$ cat config.mk
export PLATFORM = sky130hd
export DESIGN_NAME = mem_bus_monitor
export DESIGN_NICKNAME = d
export VERILOG_FILES = /design/src/rtl/mem_mon_pkg.sv /design/src/rtl/trace_fifo.sv /design/src/rtl/mem_bus_monitor.sv
export SDC_FILE = /design/constraint.sdc
export NUM_CORES = 1
export LEC_CHECK = 0
export BUFFER_PORTS_ARGS = -buffer_cell sky130_fd_sc_hd__buf_2
export CORE_MARGIN = 4
export CORE_UTILIZATION = 63
export DETAILED_ROUTE_END_ITERATION = 16
export PLACE_DENSITY = 0.9
export SYNTH_ARGS = -nofsm -noshare
export SYNTH_HDL_FRONTEND = slang
export SYNTH_HIERARCHICAL = 1
export SYNTH_SLANG_ARGS = --single-unit
$ cat constraint.sdc
create_clock -name clk -period 12.5 [get_ports clk]
set_input_delay 0.625 -clock clk [delete_from_list [all_inputs] [get_ports clk]]
set_output_delay 0.625 -clock clk [all_outputs]
set_load 0.02 [all_outputs]
$ cat src/rtl/mem_mon_pkg.sv
// Shared types and defaults for the memory bus monitor.
// Holds the trace entry layout, default geometry and the counter saturation helper.
package mem_mon_pkg;

  // One captured write: bus byte address plus the data the core drove.
  typedef struct packed {
    logic [31:0] adr;
    logic [31:0] data;
  } trace_entry_t;

  localparam int          DEF_FIFO_DEPTH = 8;
  localparam logic [31:0] DEF_WIN_BASE   = 32'd1000;
  localparam int          DEF_WIN_WORDS  = 20;
  localparam logic [31:0] COUNT_SAT      = 32'hFFFF_FFFF;

  // Increment that sticks at the all-ones value instead of wrapping to zero.
  function automatic logic [31:0] sat_inc(input logic [31:0] value);
    return (value == COUNT_SAT) ? value : value + 32'd1;
  endfunction

endpackage

$ cat src/rtl/trace_fifo.sv
// First-word fall-through FIFO for captured bus writes.
// Head entry is presented combinationally; level, pointers and flags are registered.
module trace_fifo
  import mem_mon_pkg::*;
#(
  parameter  int DEPTH = DEF_FIFO_DEPTH,
  localparam int AW    = $clog2(DEPTH),
  localparam int LW    = AW + 1
) (
  input  logic          clk,
  input  logic          rst,
  input  logic          clr,
  input  logic          i_push,
  input  trace_entry_t  i_entry,
  input  logic          i_pop,
  output trace_entry_t  o_head,
  output logic          o_valid,
  output logic [LW-1:0] o_level,
  output logic          o_drop
);

  trace_entry_t  r_mem [DEPTH];
  logic [AW-1:0] r_wr_ptr;
  logic [AW-1:0] r_rd_ptr;
  logic [LW-1:0] r_level;

  logic w_full;
  logic w_empty;
  logic w_do_pop;
  logic w_do_push;

  assign w_full    = (r_level == LW'(DEPTH));
  assign w_empty   = (r_level == '0);
  // A pop on an empty FIFO is ignored, so an empty push+pop is a plain push.
  assign w_do_pop  = i_pop && !w_empty;
  // When full, a push only fits if the head leaves in the same cycle.
  assign w_do_push = i_push && (!w_full || w_do_pop);
  assign o_drop    = i_push && w_full && !i_pop && !clr;

  // Pointer and occupancy bookkeeping; DEPTH is a power of two so pointers wrap naturally.
  always_ff @(posedge clk or negedge rst) begin
    if (!rst) begin
      // NOTE: sequential state uses non-blocking assignments so every register samples pre-edge values.
      r_wr_ptr <= '0;
      r_rd_ptr <= '0;
      r_level  <= '0;
    end else if (clr) begin
      r_wr_ptr <= '0;
      r_rd_ptr <= '0;
      r_level  <= '0;
    end else begin
      if (w_do_push) r_wr_ptr <= r_wr_ptr + AW'(1);
      if (w_do_pop)  r_rd_ptr <= r_rd_ptr + AW'(1);
      case ({w_do_push, w_do_pop})
        2'b10:   r_level <= r_level + LW'(1);
        2'b01:   r_level <= r_level - LW'(1);
        default: r_level <= r_level;
      endcase
    end
  end

  // Entry storage write port.
  always_ff @(posedge clk) begin
    // NOTE: storage has no reset; the level register alone decides which slots hold live data.
    if (w_do_push) r_mem[r_wr_ptr] <= i_entry;
  end

  assign o_head  = r_mem[r_rd_ptr];
  assign o_valid = !w_empty;
  assign o_level = r_level;

endmodule

$ cat src/rtl/mem_bus_monitor.sv
// Passive snoop of the core-to-memory bus: read/write counters, write trace FIFO,
// protocol error flag and, when MEM_MON_MIN_TRACK_EN is defined, a signed-minimum
// tracker over the array window. Without the macro the min outputs are tied to zero.
module mem_bus_monitor
  import mem_mon_pkg::*;
#(
  parameter int FIFO_DEPTH = DEF_FIFO_DEPTH
`ifdef MEM_MON_MIN_TRACK_EN
  , parameter logic [31:0] WIN_BASE  = DEF_WIN_BASE
  , parameter int          WIN_WORDS = DEF_WIN_WORDS
`endif
) (
  input  logic                          clk,
  input  logic                          rst,
  input  logic                          clr,
  input  logic                          mem_read,
  input  logic                          mem_write,
  input  logic [31:0]                   inst_data_adr,
  input  logic [31:0]                   mem_data_in,
  input  logic                          trc_pop,
  output logic                          trc_valid,
  output logic [31:0]                   trc_adr,
  output logic [31:0]                   trc_data,
  output logic [$clog2(FIFO_DEPTH):0]   trc_level,
  output logic                          trc_overflow,
  output logic                          proto_err,
  output logic [31:0]                   rd_count,
  output logic [31:0]                   wr_count,
  output logic                          min_valid,
  output logic [31:0]                   min_value,
  output logic [31:0]                   min_index
);

  trace_entry_t w_entry;
  trace_entry_t w_head;
  logic         w_drop;

  logic [31:0] r_rd_count;
  logic [31:0] r_wr_count;
  logic        r_overflow;
  logic        r_proto_err;

  assign w_entry = '{adr: inst_data_adr, data: mem_data_in};

  trace_fifo #(
    .DEPTH (FIFO_DEPTH)
  ) u_trace_fifo (
    .clk     (clk),
    .rst     (rst),
    .clr     (clr),
    .i_push  (mem_write),
    .i_entry (w_entry),
    .i_pop   (trc_pop),
    .o_head  (w_head),
    .o_valid (trc_valid),
    .o_level (trc_level),
    .o_drop  (w_drop)
  );

  assign trc_adr  = w_head.adr;
  assign trc_data = w_head.data;

  // Transaction counters and sticky error flags; clear wins over that cycle's events.
  always_ff @(posedge clk or negedge rst) begin
    if (!rst) begin
      r_rd_count  <= '0;
      r_wr_count  <= '0;
      r_overflow  <= 1'b0;
      r_proto_err <= 1'b0;
    end else if (clr) begin
      r_rd_count  <= '0;
      r_wr_count  <= '0;
      r_overflow  <= 1'b0;
      r_proto_err <= 1'b0;
    end else begin
      if (mem_read)              r_rd_count  <= sat_inc(r_rd_count);
      if (mem_write)             r_wr_count  <= sat_inc(r_wr_count);
      if (w_drop)                r_overflow  <= 1'b1;
      if (mem_read && mem_write) r_proto_err <= 1'b1;
    end
  end

  assign rd_count     = r_rd_count;
  assign wr_count     = r_wr_count;
  assign trc_overflow = r_overflow;
  assign proto_err    = r_proto_err;

`ifdef MEM_MON_MIN_TRACK_EN
  localparam logic [31:0] WIN_SPAN = 32'(4 * WIN_WORDS);

  logic [31:0] w_win_off;
  logic        w_in_win;
  logic        w_take;
  logic        r_min_valid;
  logic [31:0] r_min_value;
  logic [31:0] r_min_index;

  assign w_win_off = inst_data_adr - WIN_BASE;
  assign w_in_win  = (inst_data_adr >= WIN_BASE) && (w_win_off < WIN_SPAN) &&
                     (inst_data_adr[1:0] == 2'b00);
  // Strict less-than keeps the earliest index on ties.
  assign w_take    = mem_write && w_in_win &&
                     (!r_min_valid || ($signed(mem_data_in) < $signed(r_min_value)));

  // Running signed minimum over aligned in-window writes.
  always_ff @(posedge clk or negedge rst) begin
    if (!rst) begin
      r_min_valid <= 1'b0;
      r_min_value <= '0;
      r_min_index <= '0;
    end else if (clr) begin
      r_min_valid <= 1'b0;
      r_min_value <= '0;
      r_min_index <= '0;
    end else if (w_take) begin
      r_min_valid <= 1'b1;
      r_min_value <= mem_data_in;
      r_min_index <= {2'b00, w_win_off[31:2]};
    end
  end

  assign min_valid = r_min_valid;
  assign min_value = r_min_value;
  assign min_index = r_min_index;
`else
  assign min_valid = 1'b0;
  assign min_value = '0;
  assign min_index = '0;
`endif

endmodule

* Word-level counts from Yosys, hierarchy flattened *
Memories as Yosys holds them, arrays and structs flattened.
Index checks and enable logic that the tools add are counted.

storage, ports and cells
  memories kept = 1
  RAM bits = 512
  register bits after elaboration = 76
  input bits = 70

cells by class
  reduce and logical (&&, ||, !) cells = 21
  equal/unequal tests = 7
  $add $sub $neg = 6
  muxes and demuxes = 18

memory list
  name                depth  bits a word  read ports  clocked after Yosys merged registers in  wr ports  RTL line          RTL
  u_trace_fifo.r_mem  8      64           1           0                                        1         trace_fifo.sv:22  trace_entry_t r_mem [DEPTH];

operators with widths
  kind                   count
  $mux 32                6
  $add 32x1->32 const B  2
  $eq 32x32->1 const B   2
  $mux 3                 4
  $reduce_bool 2->1      6
  $pmux 4 s2             1
  $add 3x1->3 const B    2
  $logic_and 1x1->1      6
  $mux 1                 6
  $add 4x1->4 const B    1
  $eq 4x4->1 const B     1
  $logic_not 1->1        4
  $logic_not 4->1        1
  $mux 4                 1
  $ne 2x2->1 const B     2
  $reduce_and 2->1       2
  $sub 4x1->4 const B    1
  $reduce_bool 3->1      1
  $eq 2x1->1 const B     1
  $eq 2x2->1 const B     1
  $logic_or 1x1->1       1

* Longest topological paths before layout *
  word-level depth = 8
  mapped depth = 9
  mapped depth without buffers = 8

* Hierarchy *
Netlist, hierarchy kept.

by module, submodules not included
  module           times used  cells an instance  area an instance (sq um)
  trace_fifo       1           818                19807.7
  mem_bus_monitor  1           464                4167.7

* Least setup slack after synthesis *
Ideal clock, no wire load.

  path type = register to register
  from = reg u_trace_fifo.r_level[1] (netlist: u_trace_fifo/o_level[1])
  to = mem u_trace_fifo/r_mem[0][0] (netlist name) (enable)
  path slack = 6.388 ns
  period minus slack after synthesis = 6.112 ns
  data arrival time = 5.548 ns
  path buffers = 0
  stages on the path, launching flop included = 5
  library setup time = 0.565 ns
  data required time = 11.935 ns
  path through = dfrtp_1 -> nor3_1 -> a31oi_1 -> nand2b_1 -> nor3_1

on the way
  longest elaborated chain between the ends = 7
  elaborated cells on any way between the ends = 9
  classes of those cells = eq/ne: 1; mux: 2; reduce/logical: 6

RTL lines
  element                           RTL line          RTL
  start, declared                   trace_fifo.sv:25  logic [LW-1:0] r_level;
  start signal, assigned            trace_fifo.sv:55  2'b10: r_level <= r_level + LW'(1);
  start signal, assigned            trace_fifo.sv:56  2'b01: r_level <= r_level - LW'(1);
  start signal, assigned            trace_fifo.sv:57  default: r_level <= r_level;
  $logic_not 4->1                   trace_fifo.sv:33  assign w_empty = (r_level == '0);
  $logic_not 1->1                   trace_fifo.sv:35  assign w_do_pop = i_pop && !w_empty;
  $logic_and 1x1->1                 trace_fifo.sv:35
  $logic_or 1x1->1 (*)              trace_fifo.sv:37  assign w_do_push = i_push && (!w_full || w_do_pop);
  $logic_and 1x1->1 (*)             trace_fifo.sv:37
  $mux 1 (*)                        trace_fifo.sv:65  if (w_do_push) r_mem[r_wr_ptr] <= i_entry;
  $mux 1 (implied by the code) (*)  trace_fifo.sv:65
  end, declared                     trace_fifo.sv:22

Mark *: on every way between the ends. The rest lies on a longest branch, timed or not.

* Worst setup path after layout *
  from = reg u_trace_fifo.r_rd_ptr[1]
  to = out trc_data[13]

on the way
  longest elaborated chain between the ends = 1

RTL lines
  element                 RTL line               RTL
  start, declared         trace_fifo.sv:24       logic [AW-1:0] r_rd_ptr;
  start signal, assigned  trace_fifo.sv:53       if (w_do_pop) r_rd_ptr <= r_rd_ptr + AW'(1);
  $mem_v2 8x64            --
  end, declared           mem_bus_monitor.sv:23  output logic [31:0] trc_data,

No other way between the ends.

==> flow_summary.yaml <==
setup_path:
  cp_slowest_stage_delay_ns: 0.98
  cp_max_fo: 74
  worst_path_max_delay_cell: "dfrtp_4"
  crit_type: "reg -> out"
  end_kind: "primary output"
  regToRegSetupSlack_ns: 8.85
  required_ns: 11.88
  cp_num_buf_inv: 2
  timing.rr.start: "u_trace_fifo/o_level[1]$_DFFE_PN0P_"
  cp-start-kind: "flip-flop"
  crit_family: "buffers and inverters"
  crit_arrival_ns: 3.50
  r2r_end: "u_trace_fifo/r_mem[0][23]$_DFFE_PP_"
  cp_cell_sequence: "buf_4, mux4_2, mux2_2, buf_2"
  reg2reg_depth: 5
global_route:
  overflow: 0
  grt_max_degree: 108
  antenna_found_initial: 9
  grt_use_total: 0.246
  grt_pass1_vias: 12800
  grt_pass1_wl_mm: 78.1
layout:
  syn_to_final_growth_pct: 12.8
  layout_commonest_cell: "edfxtp_1"
  regArea_um2: 17300
  final_cells: 2055
  final_nets: 1573
  fin_util: 0.720
  mostFrequentLayoutCells: "edfxtp_1, buf_2, mux4_2"
  n_fill_cell: 2164
  multi_input_area_um2: 6220
  drive_above_1_share: 0.333
clock_tree:
  post_cts_buffers: 0
  clkLatencyLatePin_ns: 0.59
  cts_sinks: 588
  cts_hold_buf: 0
  tritoncts: "yes"
  cts_root_buffer: "clkbuf_16"
  cts_resized: 0
  cts_buffers: 56
  cts-htree-levels: 2
  cts_buffer_depth: 3
  clkSlewWorstSetupHoldPaths_ns: 0.06
sta:
  tns_ns: 0
  fin_skew_ns: 0.0145
  rsz0062_at_grt: "no"
  layout_min_cycle_time_ns: 4.12
  period_share: 0.330
  setup_viol: 0
  hold_viol_final: 0
  whs_ns: 0.279
  max-slew-margin-rel: 0.254
  final-max-slew-violation-count: 0
  worst_pin_slew_ns: 1.12
  fmax_mhz: 242
route:
  via_per_inst: 6.22
  dr.pass1.iters: 5
  totalWireLength_mm: 51.1
  via_count: 12800
  wire_per_inst_um: 24.9
  ant_nets: 0
  drcViolationCount: 0
  drt_iter0_drc: 1264
yosys:
  synth_top_area_cell: "edfxtp_1"
  ys_seq_elements: 588
  yosys-top-cells-area: "edfxtp_1, mux4_2, dfrtp_1, mux2_2, buf_4"
  ys_types: 54
  synth_flop_cell: "edfxtp_1"
  avgSynthCellArea_um2: 18.7
  synth_edf_count: 512
  async_reset_ff_frac: 0.129
  netlist_instances: 1282
  ys_seq_area_frac: 0.721
  yosysWarningCount: 6
  syn-cell-area_um2: 24000
  synth_top_area_frac: 0.641
power_and_ir_drop:
  p_leak_nw: 9.23
  powerDensity_nw_per_um2: 178
  ir_worst_vdd_uv: 153
  power_mw: 4.81
min_path:
  hold_path_class: "in -> async"
die:
  die_x_um: 203
  dieArea_um2: 41200
  io_pins: 270
  die_h_um: 203
  rows: 71
  initial_core_util: 0.638
  core_area_um2: 37600
placed_design:
  gp_congestion: 0.845
  hpwl_mm: 27.9
  io_buffers: 204
  placedCellCount: 1950
status:
  outcome: "finished, final reports clean"
job:
  max-cap-violations: 0
-- metrics by stage --
step	setup slack, ns	area [um2]
after detailed placement	8.44	25300
after CTS	8.34	27000
after global placement	8.67	25300
after global routing	8.22	27000
final	8.38	27000
after floorplan	6.39	24200
-- metal layers --
layer / track usage / wire, um / up-vias
met1: 0.353 / 20100 / 6557
met4: 0.0629 / 1060 / 12
met2: 0.398 / 25700 / 626
met3: 0.0527 / 4130 / 99
met5: 0 / 90 / -
li1: - / - / 5479
-- cell type report --
| class | instances | area share |
|---|---|---|
| flip-flops and latches | 588 | 0.639 |
| inverters | 6 | 0.000833 |
| multi-input cells | 627 | 0.230 |
| diodes | 3 | 0.000278 |
| clock buffers | 73 | 0.0550 |
| repair buffers | 218 | 0.0421 |
| clock inverters | 29 | 0.00907 |
| well taps | 511 | 0.0236 |
-- registers in the layout, summed over array words and instances (netlist names) --
| name | cells |
|---|---|
| wr_count | 32 |
| u_trace_fifo/r_rd_ptr | 3 |
| trc_overflow | 1 |
| u_trace_fifo/o_level | 4 |
| u_trace_fifo/r_wr_ptr | 3 |
| u_trace_fifo/r_mem | 512 |
| rd_count | 32 |
| proto_err | 1 |
-- where the power goes --
part / switching (mW) / leakage [nW] / internal (mW)
registers: 0.0595 / 5.70 / 2.20
clock network: 0.704 / 0.846 / 0.900
logic: 0.501 / 2.68 / 0.443
total: 1.26 / 9.23 / 3.54
-- cell families (layout without fill, tap and decap cells) --
logic type,count (synthesis),in the layout,share of synthesized area
and+or+nand+nor,227,227,0.0522
other,1,68,0.000156
AOI/OAI and AO/OA,100,100,0.0269
xor gates and xnor gates,25,25,0.00913
adders and majority gates,6,6,0.00313
DFF,588,588,0.721
muxes,204,204,0.156
buffers and inverters,131,326,0.0323
-- worst max-delay path by stage --
stage                                          endpoint  slack, ns                            startpoint  depth (start not counted)
floorplan            u_trace_fifo/r_mem[0][0]$_DFFE_PP_       6.39   u_trace_fifo/o_level[1]$_DFFE_PN0P_                          4
global placement    u_trace_fifo/r_mem[0][59]$_DFFE_PP_       8.67                             mem_write                          6
detailed placement  u_trace_fifo/r_mem[0][59]$_DFFE_PP_       8.44                             mem_write                          6
CTS                                        trc_data[13]       8.34  u_trace_fifo/r_rd_ptr[1]$_DFFE_PN0P_                          4
global route                               trc_data[13]       8.22  u_trace_fifo/r_rd_ptr[1]$_DFFE_PN0P_                          4
finish                                     trc_data[13]       8.38  u_trace_fifo/r_rd_ptr[1]$_DFFE_PN0P_                          4
-- synth_stat cells, types with 3 or more instances --
cell type / instances
nand3_1: 31
or3_1: 17
a31oi_1: 5
buf_2: 17
xnor2_1: 11
mux4_2: 128
and4_1: 9
and2_1: 4
xor2_1: 14
o31ai_1: 20
buf_4: 65
o211ai_1: 3
nand2b_1: 4
nor4_1: 7
nand2_1: 28
nand4_1: 22
clkbuf_1: 34
nor3_1: 7
mux2i_1: 6
dfrtp_1: 76
and3_1: 6
or4_1: 20
a211oi_1: 5
o21ai_0: 14
nor2b_1: 6
buf_1: 6
o21ai_1: 6
inv_1: 6
nor2_1: 55
a21oi_1: 39
edfxtp_1: 512
mux2_2: 70
ha_1: 6
No activity file was read; power rests on OpenSTA's default activity.
